--- config.mk ---
export PLATFORM = sky130hd
export DESIGN_NAME = signal_analyzer
export DESIGN_NICKNAME = d
export VERILOG_FILES = /design/src/rtl/signal_analyzer.sv
export SDC_FILE = /design/constraint.sdc
export NUM_CORES = 1
export LEC_CHECK = 0
export CORE_MARGIN = 2
export CORE_UTILIZATION = 35
export CTS_CLUSTER_DIAMETER = 40
export DETAILED_ROUTE_END_ITERATION = 10
export GPL_TIMING_DRIVEN = 1
export PLACE_DENSITY = 0.71
export REMOVE_ABC_BUFFERS = 1
export SLEW_MARGIN = 5
export SYNTH_ARGS = -nofsm -noshare
export SYNTH_HDL_FRONTEND = slang
export SYNTH_SLANG_ARGS = --single-unit
--- constraint.sdc ---
create_clock -name clk_i -period 2.7 [get_ports clk_i]
set_input_delay 0.54 -clock clk_i [delete_from_list [all_inputs] [get_ports clk_i]]
set_output_delay 0.54 -clock clk_i [all_outputs]
set_load 0.005 [all_outputs]
--- src/rtl/signal_analyzer.sv ---
// signal_analyzer: measures an unsigned sample stream and reports slope direction, the period
// between successive rising-slope onsets, and the min/max over that period.
//
// Build option: define SIGNAL_ANALYZER_MINMAX_EN to build the min/max trackers; otherwise
// min_o/max_o are tied to zero and only direction and period logic remain.
//
// Ports:
//   clk_i          clock, rising edge
//   a_rst_i        asynchronous active-high reset
//   enable_i       sample-accept qualifier
//   clear_i        synchronous clear, overrides enable_i
//   signal_i       unsigned input sample
//   dir_o          slope state: 00 idle/flat, 01 rise, 10 fall
//   period_o       last measured period in accepted samples
//   min_o, max_o   min/max over the last measured period
//   period_valid_o one-cycle pulse when period_o/min_o/max_o update
//   overflow_o     sticky period-counter saturation flag
module signal_analyzer #(
    parameter int unsigned SIGNAL_WIDTH = 32,
    parameter int unsigned PERIOD_WIDTH = 16
) (
    input  logic                    clk_i,
    input  logic                    a_rst_i,
    input  logic                    enable_i,
    input  logic                    clear_i,
    input  logic [SIGNAL_WIDTH-1:0] signal_i,
    output logic [1:0]              dir_o,
    output logic [PERIOD_WIDTH-1:0] period_o,
    output logic [SIGNAL_WIDTH-1:0] min_o,
    output logic [SIGNAL_WIDTH-1:0] max_o,
    output logic                    period_valid_o,
    output logic                    overflow_o
);

    localparam logic [PERIOD_WIDTH-1:0] CntMax = {PERIOD_WIDTH{1'b1}};

    typedef enum logic [1:0] {StIdle, StFlat, StRise, StFall} state_e;

    state_e                  state_q, state_d;
    logic [SIGNAL_WIDTH-1:0] prev_q, prev_d;
    logic [PERIOD_WIDTH-1:0] cnt_q, cnt_d;
    logic [PERIOD_WIDTH-1:0] period_q, period_d;
    logic                    armed_q, armed_d;
    logic                    ovf_q, ovf_d;
    logic                    valid_q, valid_d;
    logic                    rise_ev;

`ifdef SIGNAL_ANALYZER_MINMAX_EN
    logic [SIGNAL_WIDTH-1:0] run_min_q, run_min_d;
    logic [SIGNAL_WIDTH-1:0] run_max_q, run_max_d;
    logic [SIGNAL_WIDTH-1:0] min_q, min_d;
    logic [SIGNAL_WIDTH-1:0] max_q, max_d;
    logic [SIGNAL_WIDTH-1:0] win_min, win_max;

    // A zero count means the window is empty, so the current sample seeds the trackers.
    always_comb begin
        win_min = run_min_q;
        win_max = run_max_q;
        if (cnt_q == '0 || signal_i < run_min_q) win_min = signal_i;
        if (cnt_q == '0 || signal_i > run_max_q) win_max = signal_i;
    end

    always_comb begin
        run_min_d = run_min_q;
        run_max_d = run_max_q;
        min_d     = min_q;
        max_d     = max_q;
        if (clear_i) begin
            run_min_d = '0;
            run_max_d = '0;
            min_d     = '0;
            max_d     = '0;
        end else if (enable_i) begin
            run_min_d = win_min;
            run_max_d = win_max;
            if (rise_ev && armed_q) begin
                min_d = win_min;
                max_d = win_max;
            end
        end
    end

    always_ff @(posedge clk_i or posedge a_rst_i) begin
        if (a_rst_i) begin
            run_min_q <= '0;
            run_max_q <= '0;
            min_q     <= '0;
            max_q     <= '0;
        end else begin
            run_min_q <= run_min_d;
            run_max_q <= run_max_d;
            min_q     <= min_d;
            max_q     <= max_d;
        end
    end

    assign min_o = min_q;
    assign max_o = max_q;
`else
    assign min_o = '0;
    assign max_o = '0;
`endif

    // Direction FSM, period counter and output latching.
    always_comb begin
        state_d  = state_q;
        prev_d   = prev_q;
        cnt_d    = cnt_q;
        period_d = period_q;
        armed_d  = armed_q;
        ovf_d    = ovf_q;
        valid_d  = 1'b0;
        rise_ev  = 1'b0;

        if (clear_i) begin
            state_d  = StIdle;
            prev_d   = '0;
            cnt_d    = '0;
            period_d = '0;
            armed_d  = 1'b0;
            ovf_d    = 1'b0;
        end else if (enable_i) begin
            prev_d = signal_i;
            if (cnt_q == CntMax) begin
                ovf_d = 1'b1;
            end else begin
                cnt_d = cnt_q + PERIOD_WIDTH'(1);
            end

            if (state_q == StIdle) begin
                state_d = StFlat;
            end else begin
                if (signal_i > prev_q) begin
                    state_d = StRise;
                end else if (signal_i < prev_q) begin
                    state_d = StFall;
                end else begin
                    state_d = StFlat;
                end
                rise_ev = (state_d == StRise) && (state_q != StRise);
            end

            if (rise_ev) begin
                if (armed_q) begin
                    period_d = cnt_d;
                    valid_d  = 1'b1;
                end
                cnt_d   = '0;
                armed_d = 1'b1;
            end
        end
    end

    always_ff @(posedge clk_i or posedge a_rst_i) begin
        if (a_rst_i) begin
            state_q  <= StIdle;
            prev_q   <= '0;
            cnt_q    <= '0;
            period_q <= '0;
            armed_q  <= 1'b0;
            ovf_q    <= 1'b0;
            valid_q  <= 1'b0;
        end else begin
            state_q  <= state_d;
            prev_q   <= prev_d;
            cnt_q    <= cnt_d;
            period_q <= period_d;
            armed_q  <= armed_d;
            ovf_q    <= ovf_d;
            valid_q  <= valid_d;
        end
    end

    always_comb begin
        unique case (state_q)
            StRise:  dir_o = 2'b01;
            StFall:  dir_o = 2'b10;
            default: dir_o = 2'b00;
        endcase
    end

    assign period_o       = period_q;
    assign period_valid_o = valid_q;
    assign overflow_o     = ovf_q;

endmodule

==> results of run 1 <==
==> power by group <==
group | internal, W | leakage (nW) | switching (W)
Sequential | 0.00107 | 0.939 | 0.0000219
Clock | 0.000666 | 0.138 | 0.000427
Combinational | 0.000206 | 1.80 | 0.000246
Total | 0.00194 | 2.87 | 0.000695
==> cell type report <==
cell class | instances | area (sq um) | share of cell area, %
Inverter | 36 | 135 | 2.29
Sequential cell | 69 | 1730 | 29.3
Multi-Input combinational cell | 370 | 2720 | 46.1
Tap cell | 172 | 215 | 3.65
Clock buffer | 12 | 256 | 4.36
Clock inverter | 4 | 22.5 | 0.382
Timing Repair Buffer | 74 | 817 | 13.9
==> sequential cells by signal, indices dropped and copies added (netlist names) <==
name / flops
armed_q: 1
cnt_q: 16
state_q: 2
prev_q: 32
overflow_o: 1
period_valid_o: 1
period_o: 16
==> cell families after synthesis <==
| logic type | Yosys count |
|---|---|
| adder cells (fa/ha/maj) | 33 |
| flip-flops | 69 |
| multiplexers | 47 |
| other | 1 |
| AO/OA/AOI/OAI | 55 |
| AND/OR/NAND/NOR | 156 |
| XOR/XNOR | 15 |
| buffers and inverters | 120 |
==> per-layer routing <==
metal	track usage (%)	vias up	share of wire, %
li1	-	1687	-
met1	16.8	1661	42
met2	23.0	106	50
met3	3.83	14	5.6
met4	5.06	0	1.8
met5	0	-	0
==> synthesized netlist by cell type, types with 2 or more instances <==
| library cell | count |
|---|---|
| buf_4 | 65 |
| ha_1 | 33 |
| and2_1 | 5 |
| nor2b_1 | 2 |
| nand3_2 | 2 |
| o21ai_0 | 7 |
| nor2_1 | 64 |
| buf_6 | 2 |
| mux2i_1 | 47 |
| and3_1 | 9 |
| inv_1 | 36 |
| buf_1 | 4 |
| a21oi_1 | 24 |
| xnor2_1 | 11 |
| a211oi_1 | 3 |
| dfrtp_1 | 69 |
| nand2b_1 | 12 |
| buf_2 | 5 |
| a31oi_1 | 5 |
| nand2_1 | 15 |
| o211ai_1 | 3 |
| a41oi_1 | 2 |
| clkbuf_1 | 8 |
| and4_1 | 2 |
| nor3_1 | 3 |
| a21o_1 | 2 |
| xor2_1 | 4 |
| nand4_1 | 10 |
| nand3_1 | 25 |
==> final timing paths <==
path / to / slack [ns]
min: prev_q[24]$_DFFE_PP0P_ / 0.51
min reg2reg: prev_q[12]$_DFFE_PP0P_ / 0.51
max: period_o[12]$_DFFE_PP0P_ / 0.05
max in group asynchronous: prev_q[13]$_DFFE_PP0P_ / 1.79
min in group asynchronous: prev_q[18]$_DFFE_PP0P_ / 0.61
max reg2reg: period_o[15]$_DFFE_PP0P_ / 0.24
==> through the flow <==
stage          total power [W]  cell area (sq um)
2_1_floorplan          0.00131               4270
3_3_place_gp           0.00148               5190
3_5_place_dp           0.00149               5190
4_1_cts                0.00261               5470
5_1_grt                0.00278               5890
6_report               0.00263               5890
==> worst min-delay path, cell delays in order <==
cell and delay [ns]:
dlymetal6s2s_1 0.11, mux2i_1 0.08, nor2_1 0.07
==> repair_timing <==
action | 4_1_cts | 5_1_grt
gates resized for setup | 0 | 53
endpoints found under the setup margin | 0 | 31
setup buffers | 0 | 2
==> qor.csv, run 1 <==
stage,metric,value,unit
yosys,syn_area,4620,sq um
cts,cts_sinks,69,
critical_path,cp_num_buf_inv,3,
critical_path,path_class,input pin to register,
power,ir_drop,318,uV
floorplan,rows,41,
yosys,synth-xor-area-share,2.85,%
yosys,synth_edf_count,0,
timing,hold_violations,0,
grt,grt_pass1_vias,3320,
placement,place.gp.congestion,0.803,
cells_and_area,synthToLayoutAreaGrowth,27.6,%
cts,cts_tree,done,
yosys,muxShareOfSynthArea,10.2,%
placement,dp_hpwl,6.71,mm
floorplan,die_w,119,microns
cells_and_area,mostFrequentLayoutCells,"dfrtp_1, conb_1, nor2_1",
cells_and_area,antennaDiodeCount,0,
cts,clock-root-buffer,clkbuf_16,
floorplan,num_io_pins,120,
floorplan,die_area,14100,sq um
drt,drt_iter0_drc,198,
power,power.density,447,nW/um^2
critical_path,max_stage_delay,0.46,ns
yosys,synth_flop_cell,dfrtp_1,
floorplan,die_y,119,microns
floorplan,core_area,12700,sq um
yosys,synth_compound_area_share,7.78,%
cells_and_area,final_common_cell,dfrtp_1,
timing,clock_skew,0.00617,ns
job,maxCapViolations,0,
placement,dp.cells,716,
yosys,synth_top_family_by_area,simple AND/OR/NAND/NOR gates,
power,leakage,2.87,nW
critical_path,crit_chain,clkdlybuf4s50_1 > ha_4 > nand4_1 > a2111o_1 > a31oi_4 > o2111ai_4 > buf_4 > buf_6 > nand3b_1 > o31ai_1,
min_path,hold_depth,3,
cells_and_area,post-route-util,46.3,%
critical_path,critPathArrivalTime,2.85,ns
timing,hold_slack,0.511,ns
critical_path,cp_num_cells,10,
drt,viasPerCell,4.71,
yosys,synth-simple-area-share,17.2,%
min_path,hold_path_class,input pin to register,
drt,dr.pass1.iters,5,
timing,maxSlewViolCount,0,
timing,tns,0,ns
cells_and_area,final_nets,629,
yosys,synth_adder_area_share,8.95,%
drt,ant_nets,0,
yosys,yosysTopAreaCell,dfrtp_1,
critical_path,rr_worst_depth,10,
drt,drt-total-wl,10.3,mm
critical_path,r2r-start,prev_q[27]$_DFFE_PP0P_,
timing,min_period_over_period,98.0,%
yosys,yosys-top-cells-area,"dfrtp_1, buf_4, mux2i_1, ha_1, nor2_1",
critical_path,crit_start,signal_i[11],
critical_path,endpoint_kind,register,
grt,antenna_found_initial,0,
critical_path,cp_slowest_cell,clkdlybuf4s50_1,
placement,port_buffers,55,
yosys,yosysUniqueCellTypes,46,
drt,num_vias,3468,
timing,rsz0062_at_grt,yes,
timing,worst_slack,0.0535,ns
yosys,synth_top_area_share,37.4,%
critical_path,critical-path-top-delay-family,compound AO/OA/AOI/OAI gates,
yosys,synth_cells,496,
timing,max_freq,0.378,GHz
placement,place_ws,-0.341,ns
critical_path,critPathMaxFanout,5,
cells_and_area,fillers,1195,
floorplan,start_util,36.3,%
drt,routedWlPerCell,14.0,microns
critical_path,start_kind,input pin,
grt,grt_first_pass_wirelength,15.7,mm
min_path,worst_hold_startpoint,signal_i[24],
cts,numCtsBuffers,9,
cells_and_area,drive_gt1_share,13.3,%
cts,clk_path_buf_depth,2,
drt,drc,0,
yosys,yosys_warnings,0,
cells_and_area,final_cells,737,
critical_path,worstPathRequired,2.90,ns
cts,clk_pin_slew,0.05,ns
yosys,synth-seq-cells,69,
grt,gr-total-overflow,0,
yosys,synth.yosys.seq_area_share,37.4,%
grt,grt_max_degree,70,
yosys,ys_async_sr_fraction,100,%
timing,setup-violations-final,0,
cts,cts_hold_buf,0,
grt,grt_use_total,13.7,%
run_status,status,completed,
cts,htreeDepth,3,
yosys,syn_avg_cell_area,9.31,sq um
cts,clkLatencyLatePin,0.33,ns
timing,finalCriticalPeriod,2.65,ns
(Power assumes the default switching activity.)
==> inputs of run 2 (changes only) <==
--- a/config.mk
+++ b/config.mk
@@ -8,10 +8,12 @@
 export CORE_MARGIN = 2
 export CORE_UTILIZATION = 35
 export CTS_CLUSTER_DIAMETER = 40
+export CTS_CLUSTER_SIZE = 40
 export DETAILED_ROUTE_END_ITERATION = 10
 export GPL_TIMING_DRIVEN = 1
 export PLACE_DENSITY = 0.71
 export REMOVE_ABC_BUFFERS = 1
+export SKIP_LAST_GASP = 1
 export SLEW_MARGIN = 5
 export SYNTH_ARGS = -nofsm -noshare
 export SYNTH_HDL_FRONTEND = slang
==> results of run 2 <==
Same layout as run 1: the final DEF is identical, and so are final timing and power.
